## config.mk

```make
export PLATFORM = sky130hd
export DESIGN_NAME = datapath_seq
export DESIGN_NICKNAME = d
export VERILOG_FILES = /design/src/rtl/datapath_seq_pkg.sv /design/src/rtl/instr_decode.sv /design/src/rtl/datapath_seq.sv
export SDC_FILE = /design/constraint.sdc
export NUM_CORES = 1
export LEC_CHECK = 0
export CAP_MARGIN = 20
export CORE_AREA = 2 2 67 69
export CTS_BUF_LIST = sky130_fd_sc_hd__clkbuf_2
export CTS_CLUSTER_DIAMETER = 60
export DETAILED_ROUTE_END_ITERATION = 8
export DIE_AREA = 0 0 69 71
export PLACE_DENSITY = 0.76
export REMOVE_ABC_BUFFERS = 1
export SETUP_SLACK_MARGIN = 0.4
export SKIP_CTS_REPAIR_TIMING = 1
export SLEW_MARGIN = 20
export SYNTH_ARGS = -nofsm -noshare
export SYNTH_HDL_FRONTEND = slang
export SYNTH_HIERARCHICAL = 1
export SYNTH_SLANG_ARGS = --single-unit
export TNS_END_PERCENT = 5
```

## constraint.sdc

```tcl
create_clock -name clk -period 1.3 [get_ports clk]
set_input_delay 0.13 -clock clk [delete_from_list [all_inputs] [get_ports clk]]
set_output_delay 0.13 -clock clk [all_outputs]
set_load 0.01 [all_outputs]
```

## src/rtl/datapath_seq_pkg.sv

```systemverilog
`default_nettype none
// +----------------------------------------------------------------------+
// | datapath_seq_pkg                                                      |
// | Shared state encoding, opcode/ALUop constants and field positions.    |
// | Revision: 1.0                                                         |
// +----------------------------------------------------------------------+
package datapath_seq_pkg;

  typedef enum logic [2:0] {
    S_WAIT   = 3'd0,
    S_DECODE = 3'd1,
    S_IMM    = 3'd2,
    S_GETA   = 3'd3,
    S_GETB   = 3'd4,
    S_EXEC   = 3'd5,
    S_WRB    = 3'd6
  } state_t;

  localparam logic [2:0] OPC_MOV = 3'b110;
  localparam logic [2:0] OPC_ALU = 3'b101;

  localparam logic [1:0] ALU_ADD = 2'b00;
  localparam logic [1:0] ALU_CMP = 2'b01;
  localparam logic [1:0] ALU_AND = 2'b10;
  localparam logic [1:0] ALU_MVN = 2'b11;

  localparam logic [1:0] OP_MOV_IMM = 2'b10;
  localparam logic [1:0] OP_MOV_REG = 2'b00;

  localparam int OPC_LSB = 13;
  localparam int OP_LSB  = 11;
  localparam int RN_LSB  = 8;
  localparam int RD_LSB  = 5;
  localparam int SH_LSB  = 3;
  localparam int RM_LSB  = 0;
  localparam int IMM_W   = 8;

  // Every ALU op pair is legal; only two MOV op pairs exist.
  function automatic logic is_legal(input logic [15:0] ins);
    logic [2:0] opc;
    logic [1:0] op;
    opc = ins[OPC_LSB +: 3];
    op  = ins[OP_LSB +: 2];
    return (opc == OPC_ALU) ||
           ((opc == OPC_MOV) && ((op == OP_MOV_IMM) || (op == OP_MOV_REG)));
  endfunction

endpackage
`default_nettype wire

```

## src/rtl/instr_decode.sv

```systemverilog
`default_nettype none
// +----------------------------------------------------------------------+
// | instr_decode                                                          |
// | Field split, sign-extended immediate and class flags of an instr.     |
// | Revision: 1.0                                                         |
// +----------------------------------------------------------------------+
module instr_decode
  import datapath_seq_pkg::*;
#(
  parameter int DATA_W = 16
) (
  input  logic [15:0]       ir,
  output logic [2:0]        rn,
  output logic [2:0]        rd,
  output logic [2:0]        rm,
  output logic [1:0]        sh,
  output logic [1:0]        op,
  output logic [DATA_W-1:0] imm_sext,
  output logic              legal,
  output logic              is_mov_imm,
  output logic              is_mov_reg,
  output logic              is_cmp,
  output logic              uses_a
);

  logic [2:0] w_opc;

  assign w_opc    = ir[OPC_LSB +: 3];
  assign op       = ir[OP_LSB +: 2];
  assign rn       = ir[RN_LSB +: 3];
  assign rd       = ir[RD_LSB +: 3];
  assign sh       = ir[SH_LSB +: 2];
  assign rm       = ir[RM_LSB +: 3];
  assign imm_sext = {{(DATA_W-IMM_W){ir[IMM_W-1]}}, ir[IMM_W-1:0]};

  assign legal      = is_legal(ir);
  assign is_mov_imm = (w_opc == OPC_MOV) && (op == OP_MOV_IMM);
  assign is_mov_reg = (w_opc == OPC_MOV) && (op == OP_MOV_REG);
  assign is_cmp     = (w_opc == OPC_ALU) && (op == ALU_CMP);
  assign uses_a     = (w_opc == OPC_ALU) &&
                      ((op == ALU_ADD) || (op == ALU_CMP) || (op == ALU_AND));

endmodule
`default_nettype wire

```

## src/rtl/datapath_seq.sv

```systemverilog
`default_nettype none
// +----------------------------------------------------------------------+
// | datapath_seq                                                          |
// | Multi-cycle sequencer driving the lab datapath control strobes.       |
// | Revision: 1.0                                                         |
// +----------------------------------------------------------------------+
module datapath_seq
  import datapath_seq_pkg::*;
#(
  parameter int DATA_W = 16
) (
  input  logic              clk,
  input  logic              rst_n,
  input  logic              s,
  input  logic [15:0]       instr,
  output logic              w,
  output logic              done,
  output logic              err,
  output logic [2:0]        readnum,
  output logic [2:0]        writenum,
  output logic              write,
  output logic              vsel,
  output logic              loada,
  output logic              loadb,
  output logic              asel,
  output logic              bsel,
  output logic [1:0]        shift,
  output logic [1:0]        ALUop,
  output logic              loadc,
  output logic              loads,
  output logic [DATA_W-1:0] datapath_in
);

  state_t      r_state;
  logic [15:0] r_ir;

  logic [2:0] w_rn, w_rd, w_rm;
  logic [1:0] w_sh, w_op;
  logic       w_legal, w_mov_imm, w_mov_reg, w_cmp, w_uses_a;

  instr_decode #(.DATA_W(DATA_W)) u_dec (
    .ir         (r_ir),
    .rn         (w_rn),
    .rd         (w_rd),
    .rm         (w_rm),
    .sh         (w_sh),
    .op         (w_op),
    .imm_sext   (datapath_in),
    .legal      (w_legal),
    .is_mov_imm (w_mov_imm),
    .is_mov_reg (w_mov_reg),
    .is_cmp     (w_cmp),
    .uses_a     (w_uses_a)
  );

  // Outputs are registered for the state being entered, so each edge
  // computes the next state and that state's output vector together.
  always_ff @(posedge clk) begin
    if (!rst_n) begin
      r_state  <= S_WAIT;
      r_ir     <= '0;
      w        <= 1'b1;
      done     <= 1'b0;
      err      <= 1'b0;
      readnum  <= '0;
      writenum <= '0;
      write    <= 1'b0;
      vsel     <= 1'b0;
      loada    <= 1'b0;
      loadb    <= 1'b0;
      asel     <= 1'b0;
      bsel     <= 1'b0;
      shift    <= '0;
      ALUop    <= '0;
      loadc    <= 1'b0;
      loads    <= 1'b0;
    end else begin
      w        <= 1'b0;
      done     <= 1'b0;
      err      <= 1'b0;
      readnum  <= '0;
      writenum <= '0;
      write    <= 1'b0;
      vsel     <= 1'b0;
      loada    <= 1'b0;
      loadb    <= 1'b0;
      asel     <= 1'b0;
      bsel     <= 1'b0;
      shift    <= '0;
      ALUop    <= '0;
      loadc    <= 1'b0;
      loads    <= 1'b0;
      case (r_state)
        S_WAIT: begin
          if (s) begin
            r_ir    <= instr;
            r_state <= S_DECODE;
            err     <= !is_legal(instr);
          end else begin
            w <= 1'b1;
          end
        end
        S_DECODE: begin
          if (!w_legal) begin
            r_state <= S_WAIT;
            w       <= 1'b1;
          end else if (w_mov_imm) begin
            r_state  <= S_IMM;
            writenum <= w_rn;
            vsel     <= 1'b1;
            write    <= 1'b1;
            done     <= 1'b1;
          end else if (w_uses_a) begin
            r_state <= S_GETA;
            readnum <= w_rn;
            loada   <= 1'b1;
          end else begin
            r_state <= S_GETB;
            readnum <= w_rm;
            loadb   <= 1'b1;
          end
        end
        S_GETA: begin
          r_state <= S_GETB;
          readnum <= w_rm;
          loadb   <= 1'b1;
        end
        S_GETB: begin
          r_state <= S_EXEC;
          shift   <= w_sh;
          asel    <= w_mov_reg;
          ALUop   <= w_mov_reg ? ALU_ADD : w_op;
          if (w_cmp) begin
            loads <= 1'b1;
            done  <= 1'b1;
          end else begin
            loadc <= 1'b1;
          end
        end
        S_EXEC: begin
          if (w_cmp) begin
            r_state <= S_WAIT;
            w       <= 1'b1;
          end else begin
            r_state  <= S_WRB;
            writenum <= w_rd;
            write    <= 1'b1;
            done     <= 1'b1;
          end
        end
        default: begin
          r_state <= S_WAIT;
          w       <= 1'b1;
        end
      endcase
    end
  end

endmodule
`default_nettype wire

```

==> results of run 1 <==
power by group through the flow:
stage	Clock, W	Combinational, W	Sequential (W)
floorplan	0	0.000108	0.00131
global placement	0	0.000322	0.00129
detailed placement	0	0.000327	0.00129
CTS	0.000489	0.000329	0.00127
global route	0.000545	0.000363	0.00128
finish	0.000475	0.000331	0.00128
sequential cells by signal, indices dropped and copies added, names as in the netlist:
signal	cells
loads	1
write	1
w	1
readnum	3
loada	1
loadb	1
asel	1
writenum	3
done	1
loadc	1
shift	2
r_state	3
r_ir	16
ALUop	2
vsel	1
err	1
worst paths after layout:
kind	startpoint	to	slack, ns	cells past startpoint
setup / recovery	r_ir[14]	writenum[1]	-0.20	6
hold / removal	instr[6]	r_ir[6]	0.27	3
hold reg to reg	r_ir[2]	r_ir[2]	0.49	2
setup reg to reg	r_ir[14]	writenum[1]	-0.20	6
kinds of logic (layout without fill, tap and decap cells):
kind of cell	Yosys count	in the layout	share of synthesized area [%]
flip-flops	39	39	45.8
AND/OR/NAND/NOR	78	78	24.7
buffers and inverters	39	86	15.8
multiplexers	1	1	0.660
other	1	1	0.220
AO/OA/AOI/OAI	35	35	12.8
cell type report:
class	count	share of cell area [%]
Clock buffer	5	1.07
Clock inverter	2	0.374
Inverter	2	0.321
Multi-Input combinational cell	115	30.4
Sequential cell	39	34.7
Tap cell	52	2.78
Timing Repair Buffer	77	30.4
through the flow:
step | instance area, sq um | std cells | hold WS (ns)
final | 2340 | 292 | 0.269
after global routing | 2340 | 292 | 0.246
after CTS | 2240 | 289 | 0.255
after detailed placement | 2210 | 282 | 0.465
after global placement | 2210 | 282 | 0.453
after floorplan | 1440 | 156 | 0.217
worst max-delay path: cells and delay by family (launching register included):
kind,cells,cell delay (ns)
DFF,1,0.37
buffers and inverters,1,0.13
and+or+nand+nor,3,0.53
AOI/OAI and AO/OA,2,0.40
placed cells by master (no fill, tap or decap), types with 3 or more instances in the layout:
| master | count |
|---|---|
| o21ai_0 | 3 |
| buf_2 | 4 |
| clkdlybuf4s50_1 | 18 |
| nand2_1 | 41 |
| buf_4 | 19 |
| dfxtp_1 | 19 |
| a21oi_1 | 19 |
| buf_6 | 17 |
| o22ai_1 | 3 |
| dfxtp_2 | 18 |
| dlymetal6s2s_1 | 9 |
| nor2b_1 | 6 |
| a32oi_2 | 3 |
| nor2_1 | 7 |
| and2_1 | 5 |
| clkbuf_2 | 14 |
per-layer routing:
| metal | vias to the layer above | global-route usage, % | wire [microns] |
|---|---|---|---|
| met4 | 0 | 6.10 | 69 |
| met1 | 625 | 17.3 | 1490 |
| met2 | 40 | 22.5 | 1610 |
| li1 | 705 | - | - |
| met5 | - | 0 | 0 |
| met3 | 8 | 4.56 | 196 |
==> flow_summary.yaml, run 1 <==
layout:
  ff_latch_area_sq_um: 811
  multi_input_area_sq_um: 711
  syn_to_final_growth_pct: 37.2
  post-route-util_pct: 55.7
  final_nets: 259
  drive_gt1_share_pct: 39.6
  n_antenna_cell: 0
  nFillCells: 394
detailed_routing:
  drt-initial-drc-count: 30
  via_per_inst: 4.72
  wl_mm: 3.37
  postRouteAntennaNets: 0
  detail_route.wl_per_cell_microns: 11.5
  drc_errors: 0
  vias: 1378
  drt_pre_antenna_iters: 4
clocking:
  cts_tree: "done"
  numClockSinks: 39
  cts_root_buf: "clkbuf_2"
  insertion_delay_ns: 0.38
  numCtsBuffers: 5
  clkTransAtPathRegs_ns: 0.18
  htreeDepth: 2
  cts_buffer_depth: 2
worst_setup_path:
  critPathMaxFanout: 5
  critPathMaxStageDelay_ns: 0.37
  cp-end-kind: "flop"
  crit_chain: "and2b_2 > o21a_1 > and4bb_2 > buf_6 > a32oi_2 > nor2_1"
  crit_path_top_delay_cell: "dfxtp_2"
  path_class: "flop to flop"
  crit_required_ns: 1.60
  arrival_ns: 1.81
  cp-start-kind: "flop"
global_route:
  grt_max_degree: 19
  grt_usage_pct: 14.0
  grt_pass1_vias: 1302
  antenna_found_initial: 0
  grt_pass1_wl_mm: 5.56
  gr-total-overflow: 0
power:
  clkPwrFrac_pct: 22.8
  switching_share_pct: 25.9
  combPwrFrac_pct: 15.9
  irDropWorstVdd_v: 0.000434
  p_sw_w: 0.000539
  p_leak_nw: 1.15
  p_seq_share_pct: 61.3
  power_density_nw_per_um2: 890
  power.internal_w: 0.00154
  power_w: 0.00208
sta:
  fin_ws_ns: -0.203
  fin_crit_ns: 1.50
  slew_viol_final: 0
  finalSetupViolCount: 30
  fmax_ghz: 0.665
  final_hold_viol_count: 0
  fin_crit_sh_pct: 116
  clock_skew_ns: 0.0125
  finalSetupTns_ns: -1.76
  rsz0062_at_grt: "true"
die:
  row_count: 24
  io_pins: 56
  start_util_pct: 40.6
  die-width_microns: 69
  die_area_sq_um: 4900
  core_area_sq_um: 4200
  die_h_microns: 71
synthesis:
  synth_edf_count: 0
  synth_top_cells_by_count: "41 x nand2_1, 39 x dfxtp_1, 30 x buf_4, 21 x a21oi_1, 8 x nor2_1"
  async_flop_share_pct: 0
  synthFlopType: "dfxtp_1"
  ys_types: 34
  synth_seq_area_share_pct: 45.8
  synth_top_area_share_pct: 45.8
  synth_area_leaders: "dfxtp_1 46%, buf_4 13%, nand2_1 9.0%"
  synthCells: 193
  yosysTopAreaCell: "dfxtp_1"
  ys_ff_latch: 39
  synth.avg_cell_area_sq_um: 8.84
  syn_area_sq_um: 1710
  yosysMostFrequentCell: "nand2_1"
  ys_warn_count: 6
flow_run:
  drv_cap: 0
min_path:
  hp-class: "input port to flop"
place:
  pre_cts_ws_ns: -0.234
  place.port_buffers: 54
  dp_hpwl_mm: 2.50
  place_congestion: 0.774
run_status:
  failed_checks: "negative setup slack"
  status: "complete, but fails checks"
No activity file was read; power rests on OpenSTA's default activity.
==> inputs of run 2 (changes only) <==
--- a/config.mk
+++ b/config.mk
@@ -8,7 +8,7 @@
 export CAP_MARGIN = 20
 export CORE_AREA = 2 2 67 69
 export CTS_BUF_LIST = sky130_fd_sc_hd__clkbuf_2
-export CTS_CLUSTER_DIAMETER = 60
+export CTS_CLUSTER_SIZE = 25
 export DETAILED_ROUTE_END_ITERATION = 8
 export DIE_AREA = 0 0 69 71
 export PLACE_DENSITY = 0.76
==> results of run 2 <==
The final DEF is identical to that of run 1; final timing and power are the same.
==> inputs of run 3 (changes only) <==
--- a/config.mk
+++ b/config.mk
@@ -12,7 +12,6 @@
 export DETAILED_ROUTE_END_ITERATION = 8
 export DIE_AREA = 0 0 69 71
 export PLACE_DENSITY = 0.76
-export REMOVE_ABC_BUFFERS = 1
 export SETUP_SLACK_MARGIN = 0.4
 export SKIP_CTS_REPAIR_TIMING = 1
 export SLEW_MARGIN = 20
==> flow_summary.yaml, run 3 (synthesis gave the netlist of run 1 again) <==
global_route:
  gr-total-overflow: 0
  grt_util_met2_pct: 22.9
  grt_pass1_wl_mm: 5.27
  met3_usage_pct: 4.13
  antenna_found_initial: 0
  met1_usage_pct: 16.0
  grt_pass1_vias: 1213
  grt-busiest-layer: "met2"
  grt_max_degree: 19
  grt_usage_pct: 13.6
layout:
  nFillCells: 394
  n_antenna_cell: 0
  final_nets: 258
  final_cell_mix: "41 x nand2_1, 21 x dfxtp_1, 18 x a21oi_1, 18 x clkdlybuf4s50_1"
  top_register: "r_ir"
  syn_to_final_growth_pct: 37.0
  ff_latch_area_sq_um: 811
  drive_gt1_share_pct: 38.8
  largest_register_ffs: 16
  multi_input_area_sq_um: 711
  layout_commonest_cell: "nand2_1"
place:
  place.port_buffers: 54
  dp_hpwl_mm: 2.53
  place_congestion: 0.811
worst_setup_path:
  cp_num_buf_inv: 1
  arrival_ns: 1.85
  critPathMaxStageDelay_ns: 0.37
  cp-start-kind: "flop"
  rr_worst_depth: 6
  crit_path_top_delay_cell: "dfxtp_2"
  crit_chain: "and2b_1 > o21a_1 > and4bb_2 > buf_4 > a32oi_2 > nor2_1"
  critPathMaxFanout: 4
  crit_required_ns: 1.59
  path_depth: 6
  path_class: "flop to flop"
  critical-path-top-delay-family: "simple AND/OR/NAND/NOR gates"
  cp-end-kind: "flop"
clocking:
  htreeDepth: 2
  insertion_delay_ns: 0.38
  numClockSinks: 39
  cts_buffer_depth: 2
  cts_tree: "done"
  clkTransAtPathRegs_ns: 0.18
  numCtsBuffers: 5
  cts_root_buf: "clkbuf_2"
sta:
  fmax_ghz: 0.643
  finalSetupTns_ns: -2.08
  slew_viol_final: 0
  fin_ws_ns: -0.255
  final_hold_viol_count: 0
  rsz0062_at_grt: "true"
  fin_crit_ns: 1.55
  finalSetupViolCount: 13
  clock_skew_ns: 0.00807
  fin_crit_sh_pct: 120
detailed_routing:
  via_per_inst: 4.66
  drt_pre_antenna_iters: 4
  wl_mm: 3.65
  postRouteAntennaNets: 0
  detail_route.wl_per_cell_microns: 12.5
  vias: 1361
  drt-initial-drc-count: 36
  drc_errors: 0
die:
  io_pins: 56
  die_h_microns: 71
  core_area_sq_um: 4200
  start_util_pct: 40.6
  row_count: 24
  die-width_microns: 69
  die_area_sq_um: 4900
min_path:
  hp-class: "input port to flop"
  hold_depth: 3
power:
  p_leak_nw: 1.11
  power_w: 0.00213
  power_density_nw_per_um2: 910
  irDropWorstVdd_v: 0.000352
flow_run:
  drv_cap: 0
run_status:
  failed_checks: "negative setup slack"
  status: "complete, but fails checks"
synthesis:
  syn_nets: 212
[run 3: changes by cell type in the layout (fill, tap and decap cells not counted), sizes merged]
| cell | before | now |
|---|---|---|
| buf | 41 | 43 |
| dlymetal6s2s | 9 | 8 |
| clkbuf | 14 | 13 |
[run 3: final timing paths]
path | start | endpoint | slack [ns]
worst max-delay path | r_ir[14] | writenum[0] | -0.25
worst min register to register | r_ir[3] | r_ir[3] | 0.48
worst max register to register | r_ir[14] | writenum[0] | -0.25
worst min-delay path | instr[1] | r_ir[1] | 0.26
[run 3: area by class of cell]
class | count | share of cell area [%]
clock inverters | 2 | 0.321
flip-flops and latches | 39 | 34.7
repair buffers | 76 | 30.2
multi-input cells | 115 | 30.4
inverters | 2 | 0.321
clock buffers | 6 | 1.29
well taps | 52 | 2.79
[run 3: per-stage QoR]
step / util, % / instance area, sq um / std cells / hold WS, ns / setup slack, ns
after detailed placement: 52.1 / 2190 / 278 / 0.468 / -0.264
after CTS: 53.0 / 2230 / 286 / 0.239 / -0.416
after floorplan: - / 1730 / 193 / 0.212 / -0.0344
after global placement: 52.1 / 2190 / 278 / 0.461 / -0.245
final: 55.6 / 2340 / 292 / 0.260 / -0.255
after global routing: 55.6 / 2340 / 292 / 0.230 / -0.285
[run 3: worst min-delay path, cell delays in order]
cell             delay [ns]
clkdlybuf4s50_1        0.39
nand2_1                0.06
a21oi_1                0.05
[run 3: power by group]
part	internal [W]	total, W	switching (W)
clock	0.000129	0.000500	0.000371
combinational	0.000201	0.000352	0.000151
sequential	0.00124	0.00127	0.0000350
total	0.00157	0.00213	0.000557
[run 3: routing by layer]
layer | wire, microns | up-vias
met5 | 0 | -
met3 | 121 | 5
li1 | - | 705
met2 | 1850 | 28
met1 | 1620 | 623
met4 | 61 | 0
